### src/rtl/seq_detector_param.sv
// Serial pattern detector with a runtime-loadable pattern and overlap mode; registered match pulse.
// Optional saturating match counter (match_cnt/cnt_clr) enabled by defining SEQ_MATCH_CNT_EN.
module seq_detector_param #(
    parameter int                PAT_W   = 4,
    parameter logic [PAT_W-1:0]  PATTERN = 4'b1011,
    parameter logic              OVERLAP = 1'b1,
    parameter int                CNT_W   = 16
) (
    input  logic             clk,
    input  logic             rst,
    input  logic             en,
    input  logic             din_valid,
    input  logic             din,
    input  logic             cfg_we,
    input  logic [PAT_W-1:0] cfg_pattern,
    input  logic             cfg_overlap,
    output logic             match,
    output logic             busy,
`ifdef SEQ_MATCH_CNT_EN
    output logic             cfg_err,
    output logic [CNT_W-1:0] match_cnt,
    input  logic             cnt_clr
`else
    output logic             cfg_err
`endif
);

    localparam int FILL_W = $clog2(PAT_W + 1);

    typedef enum logic [1:0] {IDLE, FILL, DETECT} state_t;

    state_t             state_q, state_d;
    logic [PAT_W-1:0]   shift_q, shift_d;
    logic [FILL_W-1:0]  fill_q, fill_d;
    logic [PAT_W-1:0]   pat_q, pat_d;
    logic               ovl_q, ovl_d;
    logic               match_q, match_d;
    logic               cfg_err_q, cfg_err_d;
    logic [PAT_W-1:0]   window;
    logic               full;

    // The incoming bit completes a full window once PAT_W-1 bits are already held.
    assign window = {shift_q[PAT_W-2:0], din};
    assign full   = (fill_q >= FILL_W'(PAT_W - 1));

    always_comb begin
        state_d   = state_q;
        shift_d   = shift_q;
        fill_d    = fill_q;
        pat_d     = pat_q;
        ovl_d     = ovl_q;
        match_d   = 1'b0;
        cfg_err_d = 1'b0;

        if (cfg_we) begin
            if (state_q == IDLE) begin
                pat_d = cfg_pattern;
                ovl_d = cfg_overlap;
            end else begin
                cfg_err_d = 1'b1;
            end
        end

        if (!en) begin
            state_d = IDLE;
        end else begin
            case (state_q)
                IDLE: begin
                    state_d = FILL;
                    shift_d = '0;
                    fill_d  = '0;
                end
                FILL, DETECT: begin
                    if (din_valid) begin
                        shift_d = window;
                        if (!full) fill_d = fill_q + FILL_W'(1);
                        if (full) state_d = DETECT;
                        if (full && (window == pat_q)) begin
                            match_d = 1'b1;
                            // Non-overlapping: the matched bits may not seed the next window.
                            if (!ovl_q) begin
                                shift_d = '0;
                                fill_d  = '0;
                                state_d = FILL;
                            end
                        end
                    end
                end
                default: state_d = IDLE;
            endcase
        end
    end

    always_ff @(posedge clk) begin
        if (!rst) begin
            state_q   <= IDLE;
            shift_q   <= '0;
            fill_q    <= '0;
            pat_q     <= PATTERN;
            ovl_q     <= OVERLAP;
            match_q   <= 1'b0;
            cfg_err_q <= 1'b0;
        end else begin
            state_q   <= state_d;
            shift_q   <= shift_d;
            fill_q    <= fill_d;
            pat_q     <= pat_d;
            ovl_q     <= ovl_d;
            match_q   <= match_d;
            cfg_err_q <= cfg_err_d;
        end
    end

    assign match   = match_q;
    assign busy    = (state_q != IDLE);
    assign cfg_err = cfg_err_q;

`ifdef SEQ_MATCH_CNT_EN
    logic [CNT_W-1:0] cnt_q, cnt_d;

    // Counts visible match pulses; clear takes priority over a coincident pulse.
    always_comb begin
        cnt_d = cnt_q;
        if (cnt_clr)
            cnt_d = '0;
        else if (match_q && (cnt_q != {CNT_W{1'b1}}))
            cnt_d = cnt_q + CNT_W'(1);
    end

    always_ff @(posedge clk) begin
        if (!rst) cnt_q <= '0;
        else      cnt_q <= cnt_d;
    end

    assign match_cnt = cnt_q;
`else
    logic unused_cnt_w;
    assign unused_cnt_w = ^CNT_W;
`endif

endmodule

### config.mk
export PLATFORM = sky130hd
export DESIGN_NAME = seq_detector_param
export DESIGN_NICKNAME = d
export VERILOG_FILES = /design/src/rtl/seq_detector_param.sv
export SDC_FILE = /design/constraint.sdc
export NUM_CORES = 1
export LEC_CHECK = 0
export BUFFER_PORTS_ARGS = -buffer_cell sky130_fd_sc_hd__buf_4
export CORE_UTILIZATION = 52
export DETAILED_ROUTE_END_ITERATION = 8
export GPL_TIMING_DRIVEN = 0
export PLACE_DENSITY = 0.76
export SYNTH_ARGS = -nofsm -noshare
export SYNTH_HDL_FRONTEND = slang
export SYNTH_SLANG_ARGS = --single-unit
### constraint.sdc
create_clock -name clk -period 2 [get_ports clk]
set_input_delay 0.4 -clock clk [delete_from_list [all_inputs] [get_ports clk]]
set_output_delay 0.4 -clock clk [all_outputs]
set_load 0.01 [all_outputs]
-- Yosys cells after proc, flatten, opt, wreduce, memory -nomap -nowiden
Cells that the tools add are included.
- reductions and logical operators: 10
- multiplexer cells: 16
- order comparisons: 1
- $add $sub $neg: 1
- equal/unequal tests: 4
- operator list (operator ; number):
    two-way mux 3 bit ; 7
    one-hot mux 3 bit (2 select lines) ; 2
    two-way mux 2 bit ; 4
    AND reduction 2 bit ; 3
    == test 4 bit ; 1
    one-hot mux 2 bit (2 select lines) ; 1
    AND reduction 4 bit ; 1
    nonzero test 2 bit ; 2
    adder 3 x 1 -> 3 bit, second input constant ; 1
    >= comparator 3 x 2 -> 1 bit, second input constant ; 1
    AND reduction 3 bit ; 1
    == test 2 x 1 -> 1 bit, second input constant ; 1
    == test 2 bit, second input constant ; 1
    zero test 2 bit ; 1
    two-way mux 1 bit ; 2
    inequality test 2 bit, second input constant ; 1
    OR reduction 2 bit ; 1
    logical AND 1 bit ; 1
- word-level logic and storage cells: 39
- input bits: 11
- output and inout port bits: 3
- register bits: 15

-- Depth between registers and ports, before layout
Gate-level depths: netlist (run 1).
- word-level depth: 6
- mapped depth: 7
- mapped depth without buffers: 6

-- Least setup slack after synthesis (run 1)
Ideal clock, no wire load.
- path kind: register to register
- start: reg fill_q[0]
- end: reg state_q[0]
- arrival time: 1488 ps
- path buffers: 0
- cell stages (with the launch flop): 7
- period minus slack after synthesis: 1606 ps
- library setup time: 118 ps
- required time: 1882 ps
- path slack: 394 ps
- path through: dfxtp_1 > ha_1 > ha_1 > a211oi_2 > nor3_1 > and2_4 > o2111a_1
- longest elaborated chain between the ends: 6
- elaborated cells between the ends (all ways): 7
- classes of those cells: order compare: 1; mux: 5; reduce/logical: 1
- RTL lines (what ; RTL line ; RTL):
    start: declaration ; 34 ; logic [FILL_W-1:0] fill_q, fill_d;
    start signal: assignment ; 106 ; fill_q <= fill_d;
    >= comparator 3 x 2 -> 1 bit * ; 44 ; assign full = (fill_q >= FILL_W'(PAT_W - 1));
    two-way mux 2 bit ; 77 ; if (full) state_d = DETECT;
    two-way mux 2 bit ; 81 ; if (!ovl_q) begin
    two-way mux 2 bit * ; 78 ; if (full && (window == pat_q)) begin
    two-way mux 2 bit * ; 74 ; if (din_valid) begin
    one-hot mux 2 bit (2 select lines) * ; 67 ; case (state_q)
    end signal: assignment ; 104 ; state_q <= state_d;
    end: declaration ; 32 ; state_t state_q, state_d;
Mark *: on every way between the ends. The rest lies on a longest branch, timed or not. The select of a mux whose other input is x is not followed.
A chain may end at the register's enable or synchronous reset.

-- Final worst setup path (run 1)
Ends and elaborated chain as after synthesis.

==> summary.txt, run 1 <==
Setup TNS - 0 ns
Ports - 14
Grt total ovfl - 0
Mapped cell area - 781 sq um
Leakage power total - 0.406 nW
Synthesized net count - 102
Flop pwr share - 0.544
Min-delay src - din
Hold buffer count at CTS - 0
Iteration-0 DRC Markers - 10
Final core occ - 0.679
Reg area - 300 sq um
P_sw - 0.158 mW
Placed Area - 890 sq um
Internal - 0.428 mW
First-pass GRT wire length - 2380 microns
Max incr delay on CP - 0.38 ns
Delay-heaviest family, CP - compound AO/OA/AOI/OAI gates
Clk_lat worst skew - 0.28 ns
RSZ-0062 raised after global routing - no
FFs w/ async S/R, synth - 0
CTS tree - built
Vias - 658
Cell variety after synth - 27
Cts bufs inserted - 3
PD cells - 638 nW/um^2
Antenna violations before repair - 0
WP data required - 2.18 ns
Max H-tree Level - 1
Count of port buffers added during placement - 12
F_max - 553 MHz
Area growth, synth to finish - 17.5%
Seq/Total Area, Yosys - 0.385
Cells after synthesis - 87
Slack of the worst reg-to-reg path - 0.19 ns
Die area - 1660 sq um
Number of synthesized register bits - 15
Critical path peak fanout - 6
Worst-margin pin slew - 0.399 ns
CP Cell Sequence - ha_1 -> ha_1 -> a211oi_2 -> nor3_1 -> and2_4 -> o2111a_1
Nets - 119
Most used cell, CP - ha_1
Maximum vdd ir drop - 0.000463 V
Reg-to-Reg End - state_q[0]
Clk_skew - 0.00632 ns
Die width - 40.8 microns
FF-to-FF path depth - 6
Footprint of the multi-input gates - 434 sq um
Design area - 917 sq um
Synth Warn # - 0
WL final - 1520 microns
Syn Area/Cell - 8.97 sq um
Share of layout cells above drive strength 1 - 0.252
Starting density of the core - 0.578
Row count - 13
Pre-CTS setup slack - 0.239 ns
CP Capture Type - flop
Reg-to-reg critical path startpoint - fill_q[0]
Hold EP - shift_q[0]
Largest net degree at the start of global routing - 11
Total of max-cap violations - 0
Detailed placement HPWL - 1150 microns
Fill count - 113
Antenna Nets Post-Route - 0
Hold slack - 0.336 ns
DR pass1 iterations - 4
Hold Path Cell Cnt - 2
Max-slew violation count - 0
Final period demand of the worst path - 1.81 ns
Hold Crit Class - in -> reg
WP buf/inv - 0
Clock Sinks - 15
Clock transition at path regs - 0.10 ns
Final GP Congestion - 0.769
Number of synthesized flops with an enable pin - 0
Worst Setup Start Kind - flop
Post_cts resized - 0
Final setup margin - 0.191 ns
Relative slew slack - 0.734
Core area - 1350 sq um
Most frequent cells in the layout - 15 x dfxtp_1, 12 x buf_4, 10 x nand3_1, 9 x nand2_1, 6 x inv_1
Clock buffer depth - 2
Outcome - complete, no violations
Clock power share - 0.301
Most common cell after layout, fill and taps aside - dfxtp_1
Final Hold Viols - 0
Post-CTS Setup Repair Bufs - 0
Residual DRC - 0
Final setup viols - 0
Die Height - 40.8 microns
Via/cell ratio - 5.58
Sw Ratio - 0.269
Comb pwr share - 0.155
CP arrival - 1.99 ns
Dominant synthesized flop cell - dfxtp_1
Slowest cell on crit path - dfxtp_1
Clock root buffer - clkbuf_4
Crit Path Class - reg -> reg
Wirelength per Cell - 12.9 microns
Gr usage total - 0.220
Diodes inserted - 0
Period utilization - 0.904
Vias in the first global route - 580
-- stage by stage --
step           std cells  total power [mW]
6_report             118             0.585
5_1_grt              118             0.611
4_1_cts              118             0.587
3_5_place_dp         114             0.416
3_3_place_gp         114             0.413
2_1_floorplan         87             0.382
-- metal layers --
layer | global-route usage | part of all wire | vias to the layer above | wire (microns)
met5 | 0 | 0 | - | 0
met4 | 0.125 | 0.011 | 0 | 17
met3 | 0.0326 | 0.032 | 2 | 48
met2 | 0.325 | 0.42 | 17 | 638
met1 | 0.300 | 0.54 | 284 | 816
li1 | - | - | 355 | -
-- power by group through the flow --
| stage | Clock [mW] | Sequential (mW) | Combinational (mW) |
|---|---|---|---|
| floorplan | 0 | 0.324 | 0.0582 |
| global placement | 0 | 0.325 | 0.0879 |
| detailed placement | 0 | 0.326 | 0.0909 |
| CTS | 0.178 | 0.318 | 0.0912 |
| global route | 0.189 | 0.320 | 0.101 |
| finish | 0.176 | 0.319 | 0.0908 |
-- worst max path at each step --
stage	startpoint	cells past startpoint	to	slack (ns)
5_1_grt	fill_q[0]	6	state_q[0]	0.12
3_5_place_dp	fill_q[0]	6	state_q[0]	0.24
2_1_floorplan	fill_q[0]	6	state_q[0]	0.39
3_3_place_gp	fill_q[0]	6	state_q[0]	0.28
4_1_cts	fill_q[0]	6	state_q[0]	0.20
6_report	fill_q[0]	6	state_q[0]	0.19
-- cells in the mapped netlist (2+ instances only) --
master,count,share of area
nand2_1,9,0.043
clkbuf_1,2,0.0096
o21ai_0,3,0.019
nand3_1,10,0.064
o22ai_1,2,0.016
a32o_1,3,0.038
ha_1,4,0.064
nand4_1,5,0.040
dfxtp_1,15,0.38
and2_4,2,0.022
inv_1,6,0.029
xor2_1,4,0.045
nor2_1,2,0.0096
a211oi_2,3,0.048
a21oi_1,4,0.026
nor3_1,2,0.013
-- registers in the layout, summed over array words and instances (netlist names) --
signal	cells
match	1
shift_q	3
state_q	2
pat_q	4
fill_q	3
ovl_q	1
cfg_err	1
-- cell families (layout without fill, tap and decap cells) --
| group | Yosys count | count (layout) | share of synthesized area |
|---|---|---|---|
| simple gates | 33 | 33 | 0.221 |
| compound gates | 19 | 19 | 0.194 |
| flops | 15 | 15 | 0.385 |
| buf+inv | 10 | 26 | 0.0593 |
| fa+ha+maj | 4 | 4 | 0.0641 |
| xor+xnor | 4 | 4 | 0.0449 |
| mux | 2 | 2 | 0.0320 |
-- area by class of cell --
type,count,area share
buffer,4,0.0259
timing repair buffer,12,0.0982
inverter,6,0.0246
sequential,15,0.327
clock buffer,3,0.0246
multi-input combinational,62,0.473
tap,15,0.0205
clock inverter,1,0.00546
(Power assumes the default switching activity.)
==> run 2: changes to the inputs <==
--- a/config.mk
+++ b/config.mk
@@ -9,6 +9,7 @@
 export CORE_UTILIZATION = 52
 export DETAILED_ROUTE_END_ITERATION = 8
 export GPL_TIMING_DRIVEN = 0
+export MAX_ROUTING_LAYER = met4
 export PLACE_DENSITY = 0.76
 export SYNTH_ARGS = -nofsm -noshare
 export SYNTH_HDL_FRONTEND = slang
==> run 2 against run 1 <==
  * Sequential power barely moved
  * Combinational power barely moved
  * Cell area stayed put
  * Largest cell class unchanged
==> summary.txt, run 2 (synthesis gave the netlist of run 1 again) <==
Nets - 119 (unchanged)
Final setup viols - 0 (unchanged)
Reg-to-reg critical path startpoint - fill_q[0]
Final period demand of the worst path - 1.81 ns (+0.00101 ns)
Top reg by flops - pat_q
Row count - 13 (unchanged)
Die area - 1660 sq um (unchanged)
Most frequent cells in the layout - 15 x dfxtp_1, 12 x buf_4, 10 x nand3_1, 9 x nand2_1, 6 x inv_1
Count of port buffers added during placement - 12 (unchanged)
CP Capture Type - flop
Largest registers - pat_q (4), fill_q (3), shift_q (3)
CTS tree - built
Final Hold Viols - 0 (unchanged)
Outcome - complete, no violations
Total Power - 0.582 mW (-0.55%)
Critical Path End - state_q[0]
Post-CTS Setup Repair Bufs - 0 (unchanged)
Fill count - 113 (unchanged)
Critical path peak fanout - 6 (unchanged)
Worst Setup Start Kind - flop
WP data required - 2.17 ns (about the same)
Worst-margin pin slew - 0.397 ns (-0.00161 ns)
Grt total ovfl - 0 (unchanged)
FF-to-FF path depth - 6 (unchanged)
Max FFs per register - 4 (unchanged)
Max H-tree Level - 1 (unchanged)
Clock Sinks - 15 (unchanged)
Total of max-cap violations - 0 (unchanged)
RSZ-0062 raised after global routing - no
Slack of the worst reg-to-reg path - 0.19 ns (about the same)
CP startpoint - fill_q[0]
Most common cell after layout, fill and taps aside - dfxtp_1
CP arrival - 1.98 ns (about the same)
Maximum vdd ir drop - 0.000455 V (-1.6%)
Setup TNS - 0 ns (unchanged)
PD cells - 635 nW/um^2 (-0.55%)
Met3 Usage GRT - 0.0326 (unchanged)
Clk_lat worst skew - 0.28 ns (about the same)
Placed Cells - 114 (unchanged)
Detailed placement HPWL - 1150 microns (unchanged)
Antenna Nets Post-Route - 0 (unchanged)
Wirelength per Cell - 12.7 microns (-1.3%)
Clock root buffer - clkbuf_4
Antenna violations before repair - 0 (unchanged)
Iteration-0 DRC Markers - 10 (unchanged)
Diodes inserted - 0 (unchanged)
Largest net degree at the start of global routing - 11 (unchanged)
Die width - 40.8 microns (unchanged)
M1 GR Usage - 0.300 (unchanged)
Leakage power total - 0.406 nW (unchanged)
Met2 Track Usage GR - 0.325 (unchanged)
F_max - 553 MHz (about the same)
Hold Path Cell Cnt - 2 (unchanged)
Starting density of the core - 0.578 (unchanged)
Share of layout cells above drive strength 1 - 0.252 (unchanged)
Hold buffer count at CTS - 0 (unchanged)
Area growth, synth to finish - 17.5% (unchanged)
Max-slew violation count - 0 (unchanged)
Die Height - 40.8 microns (unchanged)
Final GP Congestion - 0.779 (+1.3%)
Fin cells - 118 (unchanged)
Via/cell ratio - 5.55 (-0.46%)
Clock transition at path regs - 0.10 ns (about the same)
Clk_skew - 0.00900 ns (+0.00267 ns)
DR pass1 iterations - 4 (unchanged)
Final core occ - 0.679 (unchanged)
Cts bufs inserted - 3 (unchanged)
Reg-to-Reg End - state_q[0]
Post_cts resized - 0 (unchanged)
Vias in the first global route - 580 (unchanged)
Residual DRC - 0 (unchanged)
Hold Crit Class - in -> reg
Vias - 655 (-0.46%)
WL final - 1500 microns (-1.3%)
Crit Path Class - reg -> reg
GRT busiest layer - met2
Relative slew slack - 0.735 (+0.00107)
First-pass GRT wire length - 2370 microns (-0.29%)
Core area - 1350 sq um (unchanged)
Period utilization - 0.905 (about the same)
Gr usage total - 0.226 (+0.00614)
Ports - 14 (unchanged)
Clock buffer depth - 2 (unchanged)
[run 2: cell counts in the layout (fill, tap and decap cells not counted)]
No cell type changed its count.
[run 2: metal layers]
metal	vias to the layer above	wire [microns]
li1	357	-
met1	284	812
met2	12	632
met3	2	38
met4	0	17
met5	-	0
[run 2: critical path: stages (launching register included)]
cell      delay, ns
dfxtp_1        0.38
ha_1           0.22
ha_1           0.20
a211oi_2       0.33
nor3_1         0.12
and2_4         0.20
o2111a_1       0.24
[run 2: how the worst min path moves through the flow]
stage,to,start,slack (ns)
floorplan,ovl_q,ovl_q,0.44
global placement,pat_q[2],pat_q[2],0.46
detailed placement,ovl_q,ovl_q,0.47
CTS,shift_q[0],din,0.33
global route,shift_q[0],din,0.34
finish,shift_q[0],din,0.34
[run 2: final cells by class]
cell class                      instances  area (sq um)  share of cell area
Multi-Input combinational cell         62           434               0.473
Sequential cell                        15           300               0.327
Timing Repair Buffer                   12          90.1              0.0982
Buffer                                  4          23.8              0.0259
Clock buffer                            3          22.5              0.0246
Inverter                                6          22.5              0.0246
Tap cell                               15          18.8              0.0205
Clock inverter                          1          5.00             0.00546
[run 2: through the flow]
stage | cell area (sq um) | worst slack, ns | hold WS, ns
2_1_floorplan | 781 | 0.394 | 0.442
3_3_place_gp | 890 | 0.277 | 0.458
3_5_place_dp | 890 | 0.239 | 0.468
4_1_cts | 917 | 0.201 | 0.333
5_1_grt | 917 | 0.119 | 0.339
6_report | 917 | 0.190 | 0.338
[run 2: report_power, final]
| group | leakage [nW] | switching, mW | internal (mW) |
|---|---|---|---|
| Clock | 0.0177 | 0.0987 | 0.0742 |
| Combinational | 0.266 | 0.0473 | 0.0433 |
| Sequential | 0.122 | 0.00863 | 0.310 |
